==> src/rtl/tanque_sensor_nivel.sv <==
// tanque_sensor_nivel: tank volume/level plant model with fertiliser-dosing FSM
// Volume integrates on a prescaled tick; Nv* are compares of the registered volume.
module tanque_sensor_nivel #(
    parameter int VOL_W      = 8,
    parameter int CAP        = 200,
    parameter int TH0        = 20,
    parameter int TH1        = 100,
    parameter int TH2        = 180,
    parameter int FILL_STEP  = 4,
    parameter int DRAIN_STEP = 2,
    parameter int CLEAN_STEP = 8,
    parameter int TICK_DIV   = 4,
    parameter int MIX_TICKS  = 5
) (
    input  logic clk,
    input  logic reset,
    input  logic Ve,
    input  logic Mist,
    input  logic Limp,
    input  logic Asp,
    output logic Nv0,
    output logic Nv1,
    output logic Nv2,
    output logic Adub,
    output logic Ovf
);
    localparam int TW = TICK_DIV > 1 ? $clog2(TICK_DIV) : 1;
    localparam int MW = $clog2(MIX_TICKS + 1);
    localparam int SW = VOL_W + 2;

    typedef enum logic [1:0] {IDLE, MIX, DOSED} state_t;

    logic [TW-1:0]    tcnt_q, tcnt_d;
    logic [VOL_W-1:0] vol_q, vol_d;
    logic             ovf_q, ovf_d;
    logic signed [SW-1:0] add, sub, nxt;
    logic             tick, over, mix_ok;
    state_t           state_q;
    logic [MW-1:0]    mix_q;

    always_comb begin
        tick   = tcnt_q == TW'(TICK_DIV - 1);
        tcnt_d = tick ? '0 : tcnt_q + 1'b1;
        add    = Ve ? SW'(FILL_STEP) : '0;
        sub    = Limp ? SW'(CLEAN_STEP) : (Asp ? SW'(DRAIN_STEP) : '0);
        nxt    = $signed({2'b00, vol_q}) + add - sub;
        over   = nxt > SW'(CAP);
        vol_d  = !tick ? vol_q : nxt[SW-1] ? '0 : over ? VOL_W'(CAP) : nxt[VOL_W-1:0];
        ovf_d  = tick && Ve && over;
        mix_ok = Mist && !Limp && vol_q >= VOL_W'(TH0);
    end

    always_ff @(posedge clk or posedge reset) begin
        if (reset) begin
            tcnt_q <= '0;
            vol_q  <= '0;
            ovf_q  <= 1'b0;
        end else begin
            tcnt_q <= tcnt_d;
            vol_q  <= vol_d;
            ovf_q  <= ovf_d;
        end
    end

    // DOSED leaves on any clock once the tank is empty, not only on ticks
    always_ff @(posedge clk or posedge reset) begin
        if (reset) begin
            state_q <= IDLE;
            mix_q   <= '0;
        end else begin
            case (state_q)
                IDLE: if (tick && mix_ok) begin
                    mix_q   <= MW'(1);
                    state_q <= (MIX_TICKS == 1) ? DOSED : MIX;
                end
                MIX: if (tick) begin
                    if (!mix_ok) begin
                        mix_q   <= '0;
                        state_q <= IDLE;
                    end else begin
                        mix_q <= mix_q + 1'b1;
                        if (mix_q + 1'b1 == MW'(MIX_TICKS)) state_q <= DOSED;
                    end
                end
                DOSED: if (vol_q == '0) begin
                    mix_q   <= '0;
                    state_q <= IDLE;
                end
                default: begin
                    mix_q   <= '0;
                    state_q <= IDLE;
                end
            endcase
        end
    end

    assign Nv0  = vol_q >= VOL_W'(TH0);
    assign Nv1  = vol_q >= VOL_W'(TH1);
    assign Nv2  = vol_q >= VOL_W'(TH2);
    assign Adub = state_q == DOSED;
    assign Ovf  = ovf_q;
endmodule

==> config.mk <==
export PLATFORM = sky130hd
export DESIGN_NAME = tanque_sensor_nivel
export DESIGN_NICKNAME = d
export VERILOG_FILES = /design/src/rtl/tanque_sensor_nivel.sv
export SDC_FILE = /design/constraint.sdc
export NUM_CORES = 1
export LEC_CHECK = 0
export ABC_AREA = 1
export CORE_UTILIZATION = 62
export DETAILED_ROUTE_END_ITERATION = 12
export GPL_TIMING_DRIVEN = 0
export PLACE_DENSITY = 0.9
export SLEW_MARGIN = 15
export SYNTH_ARGS = -nofsm -noshare
export SYNTH_HDL_FRONTEND = slang
export SYNTH_SLANG_ARGS = --single-unit
==> constraint.sdc <==
create_clock -name clk -period 4.7 [get_ports clk]
set_clock_uncertainty 0.1 [all_clocks]
set_input_delay 0.47 -clock clk [delete_from_list [all_inputs] [get_ports clk]]
set_output_delay 0.47 -clock clk [all_outputs]
set_load 0.01 [all_outputs]
==> metrics.txt, run 1 <==
CP required=4790 ps; Distinct cells, synth=26; WHS Path Cells=1; CP startpoint=Limp; reg-to-reg startpoint=vol_q[1]; Synth Flop Type=dfrtp_1; Setup Viol. Count Final=0; Clock Latency Late Sink=300 ps; first drt pass iteration count=4; ant diodes=0; ranking of synthesized cells by area=dfrtp_1 28%, ha_1 18%, nand2_1 14%; critical setup path kind=primary input to register; post-DP HPWL=2.37 mm; simple-gate area share of the yosys netlist=30.5%; Fillers=146; Die Y-Extent=48.6 um; die area=2360 um2; min-delay worst type=register to register; Adder-Cell Fraction of Synth Area=19.1%; synthesized area=1350 um2; Tmin final=2650 ps; worst setup path end=vol_q[6]; multi-input logic area=833 um2; Max VDD drop=0.422 mV; first-pass GRT wire length=5.16 mm; cell mode on critical path=nand2_1; Yosys top cell area share=27.9%; CP arrival=2740 ps; routability congestion estimate=0.926; Post-Synth XOR/XNOR Area=0.650%; CP Capture Type=register; register area=375 um2; CORE AREA=2000 um2; Final Cycle Share=56.4%; Post-CTS Hold Buffers=0; Post-Syn Nets=214; main combinational cell family by area after synthesis=simple AND/OR/NAND/NOR gates; GRT overflow=0; post-synthesis sequential area ratio=27.9%; post-CTS setup buffer count=0; crit-path max FO=4; CP cell instances=clkdlybuf4s50_1, inv_1, nand2_1, ha_1, inv_1, fa_1, inv_1, nand2_1, and2_1, o21ai_0, nand3_1, nand3_2, nand3_1, nand2_1, nand2_1; Post-synth ARST share=100%; Synth Warn #=0; post-synthesis mux area share=0%; Synth Register Bits=15; Max Fclk=377 MHz; input/output buffers=10; r2r setup slk=2390 ps; area grow syn2layout=12.2%; nature of the critical path startpoint=primary input; unrepaired setup endpoints after global routing=false; die boundary width=48.6 um; most frequent cell after synthesis=nand2_1; outcome=finished clean; Max Cap Viol=0; Crit-path slowest cell=clkdlybuf4s50_1; Residual DRC=0; measured slew at the worst slew-check pin=555 ps; Mapped Cells=188; layout net count=229; Via Count=1230; Tot GR Track Use=28.5%; largest net degree at the start of global routing=16; initial antenna violation count=0; clk sinks=15; top cells by count, synth=50 x nand2_1, 35 x inv_1, 19 x ha_1, 16 x nand3_1, 15 x dfrtp_1; slowest stage delay, CP=390 ps; Setup TNS Final=0 ps; Hold Vio Cnt, Final=0; Synth area leader=dfrtp_1; Max clock buf depth=2; initial core utilization=67.3%; DR WL/cell=12.6 um; reg2reg end=vol_q[6]; root buf cell=clkbuf_4; Slew Limit Fails=0; Compound-Gate Fraction of Synth Area=11.5%; CTS resizes=0; FF-to-FF path depth=12; CTS clock-pin slew for the worst setup and hold paths=90 ps; Pwr Density=674 nW/um2; DRT Wirelength=2.89 mm; mean area per synthesized cell=7.17 um2; vias in the first global route=1227; row cnt=16; total CTS buffers=3; Pleak=0.825 nW; Hold Slack=337 ps; TritonCTS clock tree=yes; vias per inst=5.37; Post-synth EDFFs=0; share of post-route cells with drive strength above 1=10.4%; I/O Pins=11; H-tree depth=1; initial DRC count=51; Slew HR=63.0%; Final ANT Viol Nets=0
sequential cells by signal, summed over array words and instances, names as in the netlist:
register and flops:
tcnt_q 2, state_q 2, Ovf 1, vol_q 7, mix_q 3
placed cells by master (no fill, tap or decap), types with 2 or more instances in the layout:
master	n
o21ai_1	3
nand3_1	16
o21ai_0	7
o21ai_2	5
nand2_1	50
dfrtp_1	15
nor2_1	11
inv_2	2
clkdlybuf4s50_1	10
inv_1	35
a21oi_1	7
ha_1	19
nand3_2	3
nand2_2	2
clkbuf_4	3
worst max-delay path: cells and delay by family:
kind,cells,cell delay (ps)
and+or+nand+nor,8,750
AOI/OAI and AO/OA,1,90
adders and majority gates,2,710
buffers and inverters,4,720
power breakdown:
| group | internal (W) | total, W | leakage, nW | switching, W |
|---|---|---|---|---|
| Sequential | 0.000167 | 0.000208 | 0.188 | 0.0000417 |
| Combinational | 0.000269 | 0.000734 | 0.624 | 0.000465 |
| Clock | 0.0000326 | 0.0000769 | 0.0139 | 0.0000443 |
layout make-up:
class | instances | share of cell area [%]
repair buffers | 10 | 6.62
multi-input cells | 136 | 55.1
clock buffers | 3 | 1.49
flip-flops and latches | 15 | 24.8
inverters | 37 | 9.19
clock inverters | 1 | 0.497
well taps | 27 | 2.24
metrics by stage:
step / setup slack (ps) / instance area (um2) / util (%) / instances / power (W)
after floorplan: 2440 / 1350 / - / 188 / 0.000768
after global placement: 1800 / 1480 / 74.0 / 225 / 0.000890
after detailed placement: 1760 / 1480 / 74.0 / 225 / 0.000933
after CTS: 2060 / 1510 / 75.5 / 229 / 0.00102
after global routing: 1860 / 1510 / 75.5 / 229 / 0.00113
final: 2050 / 1510 / 75.5 / 229 / 0.00102
metal layers:
metal / share of wire [%] / up-vias / global-route usage, %
met2: 51 / 34 / 50.2
met4: 1.9 / 0 / 10.3
met1: 42 / 562 / 34.1
met5: 0 / - / 0
li1: - / 627 / -
met3: 4.8 / 7 / 5.66
worst min-delay path by stage:
| stage | start | endpoint | slack [ps] |
|---|---|---|---|
| 6_report | tcnt_q[0] | tcnt_q[0] | 340 |
| 5_1_grt | tcnt_q[0] | tcnt_q[0] | 370 |
| 4_1_cts | tcnt_q[0] | tcnt_q[0] | 340 |
| 3_5_place_dp | tcnt_q[0] | tcnt_q[0] | 330 |
| 3_3_place_gp | tcnt_q[0] | tcnt_q[0] | 310 |
| 2_1_floorplan | reset | Ovf | 270 |
cell families after synthesis:
| group | count (synthesis) |
|---|---|
| and+or+nand+nor | 90 |
| DFF | 15 |
| adders and majority gates | 20 |
| AOI/OAI and AO/OA | 25 |
| xor gates and xnor gates | 1 |
| buffers and inverters | 37 |
No activity file was read; power rests on OpenSTA's default activity.
==> run 2, diff against run 1 <==
--- a/config.mk
+++ b/config.mk
@@ -6,10 +6,10 @@
 export NUM_CORES = 1
 export LEC_CHECK = 0
 export ABC_AREA = 1
-export CORE_UTILIZATION = 62
+export CORE_UTILIZATION = 57
 export DETAILED_ROUTE_END_ITERATION = 12
 export GPL_TIMING_DRIVEN = 0
-export PLACE_DENSITY = 0.9
+export PLACE_DENSITY = 0.84
 export SLEW_MARGIN = 15
 export SYNTH_ARGS = -nofsm -noshare
 export SYNTH_HDL_FRONTEND = slang
==> constraint.sdc (replaced) <==
create_clock -name clk -period 2.5 [get_ports clk]
set_clock_uncertainty 0.1 [all_clocks]
set_input_delay 0.25 -clock clk [delete_from_list [all_inputs] [get_ports clk]]
set_output_delay 0.25 -clock clk [all_outputs]
set_load 0.01 [all_outputs]
==> run 2 against run 1 <==
Critical path depth shrank 2. Clock-buffer cell count stayed put. Die area increased by 8.4%. Utilization down 5.5 points. Critical path type unchanged. Largest cell class unchanged. Highest routed layer unchanged.
==> metrics.txt, run 2 (synthesis results as in run 1) <==
outcome=finished clean; met1 WL=1.26 mm; I/O Pins=11; Pleak=0.835 nW; first drt pass iteration count=4; Tot GR Track Use=26.8%; Max Fclk=422 MHz; Via Count=1221; Pwr Density=1270 nW/um2; initial core utilization=60.9%; Inst Count DP=226; r2r setup slk=210 ps; CP Capture Type=register; CTS clock-pin slew for the worst setup and hold paths=100 ps; DR top layer=met4; initial DRC count=24; TritonCTS clock tree=yes; Clock Latency Late Sink=290 ps; commonest non-fill, non-tap cell in the layout=nand2_1; vias in the first global route=1252; DR WL/cell=12.7 um; critical setup path kind=primary input to register; reg-to-reg startpoint=vol_q[2]; Slew Limit Fails=0; Final Cycle Share=94.8%; biggest regs=vol_q: 7 flops, mix_q: 3 flops; CORE AREA=2210 um2; Max Cap Viol=0; share of post-route cells with drive strength above 1=12.3%; FF-to-FF path depth=13; die boundary width=50.6 um; most frequent cells in the layout=50 x nand2_1, 34 x inv_1, 18 x ha_1, 16 x nand3_1, 15 x dfrtp_1; Tmin final=2370 ps; Setup Viol. Count Final=0; largest net degree at the start of global routing=16; first-pass GRT wire length=5.13 mm; Residual DRC=0; CP required=2590 ps; nature of the critical path startpoint=primary input; Max clock buf depth=2; Met3 Wirelength=112 um; total CTS buffers=3; ant diodes=0; GRT overflow=0; input/output buffers=10; CP arrival=2460 ps; Slew HR=61.5%; most flop-heavy register=vol_q; Hold Vio Cnt, Final=0; reg2reg end=vol_q[6]; H-tree depth=1; die area=2560 um2; Final Non-Filler Cells=232; clk sinks=15; routability congestion estimate=0.899; Post-CTS Hold Buffers=0; max FFs per register=7; row cnt=17; Max VDD drop=0.809 mV; layout net count=231; met2 WL post-DR=1.51 mm; DRT Wirelength=2.94 mm; Final ANT Viol Nets=0; crit-path max FO=5; measured slew at the worst slew-check pin=576 ps; post-DP HPWL=2.33 mm; vias per inst=5.26; root buf cell=clkbuf_4; initial antenna violation count=0; Die Y-Extent=50.6 um; area grow syn2layout=14.9%; min-delay worst type=primary input to async pin; Hold Slack=199 ps
## run 2: cell count changes in the layout (fill, tap and decap cells not counted), sizes merged
cell,before,now
buf,0,2
## run 2: per-layer routing
layer	vias to the layer above	global-route usage [%]
li1	629	-
met1	560	31.0
met2	26	48.9
met3	6	7.27
met4	0	5.56
met5	-	0
## run 2: stage by stage
step | instance area [um2] | power, W | utilization, % | setup WS, ps | TNS [ps]
final | 1550 | 0.00196 | 70.0 | 129 | 0
after global routing | 1550 | 0.00219 | 70.0 | -24.2 | -24.2
after CTS | 1510 | 0.00190 | 68.4 | 79.8 | 0
after detailed placement | 1480 | 0.00174 | 67.0 | -209 | -1570
after global placement | 1480 | 0.00168 | 67.0 | -186 | -1280
after floorplan | 1350 | 0.00144 | - | 458 | 0
## run 2: final cells by class
class                      instances  area (um2)
sequential                        15         375
clock buffer                       3        22.5
multi-input combinational        136         853
tap                               28        35.0
inverter                          37         139
fill                             185         664
timing repair buffer              12         115
clock inverter                     1        7.51
## run 2: where the power goes
part / total (W) / internal, W / switching, W
clock: 0.000148 / 0.0000610 / 0.0000868
sequential: 0.000390 / 0.000314 / 0.0000770
combinational: 0.00142 / 0.000522 / 0.000902
total: 0.00196 / 0.000897 / 0.00107
## run 2: worst max-delay path by stage
stage                     start        to  slack, ps  depth (start not counted)
final                      Limp  vol_q[6]        130                         13
after global routing       Limp  vol_q[6]        -20                         13
after CTS                  Limp  vol_q[6]         80                         16
after detailed placement   Limp  vol_q[6]       -210                         16
after global placement     Limp  vol_q[6]       -190                         16
after floorplan            Limp  vol_q[3]        460                         15
## run 2: worst max-delay path: stages
cell	delay [ps]
clkdlybuf4s50_1	470
inv_2	50
buf_4	120
ha_1	290
ha_1	360
a21oi_1	210
nand3_1	150
nand2_1	100
nand3_1	120
nand3_4	130
nand3_1	80
nand2_1	70
nand2_1	50
## run 2: what timing repair did
item / 4_1_cts / 5_1_grt
buffers inserted: 0 / 2
setup endpoints to repair: 0 / 8
resized for setup: 0 / 3
==> run 3, diff against run 2 <==
--- a/config.mk
+++ b/config.mk
@@ -6,9 +6,10 @@
 export NUM_CORES = 1
 export LEC_CHECK = 0
 export ABC_AREA = 1
+export CORE_ASPECT_RATIO = 1.1
 export CORE_UTILIZATION = 57
 export DETAILED_ROUTE_END_ITERATION = 12
-export GPL_TIMING_DRIVEN = 0
+export GPL_TIMING_DRIVEN = 1
 export PLACE_DENSITY = 0.84
 export SLEW_MARGIN = 15
 export SYNTH_ARGS = -nofsm -noshare
==> run 3 against run 2 <==
Sequential power grew 1%. Global-route usage shrank 1.8 points. Die area is essentially flat. Maximum frequency grew 3.2%. Critical path depth grew 3. Clock power shrank 13%.
==> metrics.txt, run 3 (synthesis results as in run 1) <==
outcome=finished clean; most frequent cells in the layout=50 x nand2_1, 34 x inv_1, 19 x ha_1, 16 x nand3_1, 15 x dfrtp_1; vias per inst=5.17; share of post-route cells with drive strength above 1=11.7%; CP required=2570 ps; Fillers=200; initial antenna violation count=0; min-delay worst type=primary input to async pin; design area=1530 um2; Max clock buf depth=2; Int Power=0.000891 W; TritonCTS clock tree=yes; slowest stage delay, CP=420 ps; Inst Count DP=231; die area=2560 um2; Combinational Power Share=72.6%; clk sinks=15; Max Cap Viol=0; input/output buffers=10; H-tree depth=1; CP Capture Type=register; reg-to-reg startpoint=vol_q[2]; pre-CTS WS=-113 ps; layout net count=232; CORE AREA=2230 um2; root buf cell=clkbuf_4; Die Y-Extent=53.0 um; Clock Latency Late Sink=270 ps; critical setup path kind=primary input to register; Reg power frac=20.6%; unrepaired setup endpoints after global routing=false; Via Count=1216; max FFs per register=7; Crit-path slowest cell=clkdlybuf4s50_1; Tmin final=2300 ps; CP startpoint=Limp; Residual DRC=0; DRT Wirelength=2.87 mm; ant diodes=0; overall power=0.00191 W; Clk pwr share=6.7%; GRT overflow=0; Slew HR=64.4%; Final Non-Filler Cells=235; Final Cycle Share=91.9%; Setup TNS Final=0 ps; Pwr Density=1250 nW/um2; Slew Limit Fails=0; first drt pass iteration count=4; Final WS setup=202 ps; Buf/Inv on CP=4; largest net degree at the start of global routing=16; Max Fclk=435 MHz; NetSw=0.00102 W; measured slew at the worst slew-check pin=533 ps; post-DP HPWL=2.44 mm; Max VDD drop=0.950 mV; row cnt=18; Setup Viol. Count Final=0; Hold Vio Cnt, Final=0; initial DRC count=50; total CTS buffers=3; Final ANT Viol Nets=0; DR WL/cell=12.2 um; area grow syn2layout=13.8%; Post-CTS Hold Buffers=0; cell mode on critical path=nand2_1; Sw Ratio=53.4%; most flop-heavy register=vol_q; biggest regs=vol_q: 7 flops, mix_q: 3 flops; Pleak=0.840 nW; CP arrival=2370 ps; die boundary width=48.4 um; CP cell instances=clkdlybuf4s50_1, inv_2, nand2_1, ha_1, inv_1, fa_1, inv_1, nand3_1, nand2_1, nand2_1, nand2_1, nand3_1, nand3_2, nand3_1, nand2_1, nand2_1; routability congestion estimate=0.864; I/O Pins=11; Tot GR Track Use=25.0%; crit-path max FO=4; first-pass GRT wire length=4.91 mm; nature of the critical path startpoint=primary input; vias in the first global route=1174; commonest non-fill, non-tap cell in the layout=nand2_1; placed cell area=1510 um2; Largest delay share family, worst path=simple AND/OR/NAND/NOR gates; initial core utilization=60.4%; CTS clock-pin slew for the worst setup and hold paths=80 ps
## run 3: routing by layer
| layer | up-vias | part of all wire (%) | global-route usage, % | wire [um] |
|---|---|---|---|---|
| met3 | 7 | 2.9 | 3.16 | 84 |
| li1 | 630 | - | - | - |
| met4 | 0 | 1.9 | 9.80 | 55 |
| met2 | 29 | 51 | 47.7 | 1470 |
| met1 | 550 | 44 | 28.7 | 1260 |
| met5 | - | 0 | 0 | 0 |
## run 3: worst register-to-register path, delay by kind of cell, from the launching register on
kind,cells,cell delay [ps]
buffers and inverters,2,180
adders and majority gates,2,710
DFF,1,390
and+or+nand+nor,9,760
## run 3: what timing repair did
item / 4_1_cts / 5_1_grt
buffers inserted: 0 / 0
gates resized for setup: 0 / 1
setup endpoints to repair: 0 / 4
## run 3: final timing paths
kind / slack [ps] / depth (start not counted) / to
max: 200 / 16 / vol_q[6]
min reg2reg: 340 / 1 / tcnt_q[0]
max reg2reg: 280 / 13 / vol_q[6]
max in group asynchronous: 1740 / 2 / mix_q[1]
min in group clk: 340 / 1 / tcnt_q[0]
min: 210 / 2 / vol_q[1]
## run 3: metrics by stage
stage / utilization [%] / hold slack (ps)
final: 68.8 / 211
after global routing: 68.8 / 254
after CTS: 68.8 / 216
after detailed placement: 67.6 / 333
after global placement: 67.6 / 314
after floorplan: - / 51.5
## run 3: power by group through the flow
stage	combinational (W)	sequential (W)	clock (W)
final	0.00139	0.000394	0.000129
after floorplan	0.00107	0.000370	0
after detailed placement	0.00138	0.000396	0
after global routing	0.00158	0.000403	0.000144
after CTS	0.00138	0.000392	0.000134
after global placement	0.00131	0.000388	0
## run 3: layout make-up
class                      instances  area, um2  area share [%]
multi-input combinational        136        833            54.3
timing repair buffer              13        123            7.99
sequential                        15        375            24.5
clock buffer                       4       26.3            1.71
tap                               30       37.5            2.45
inverter                          37        139            9.05
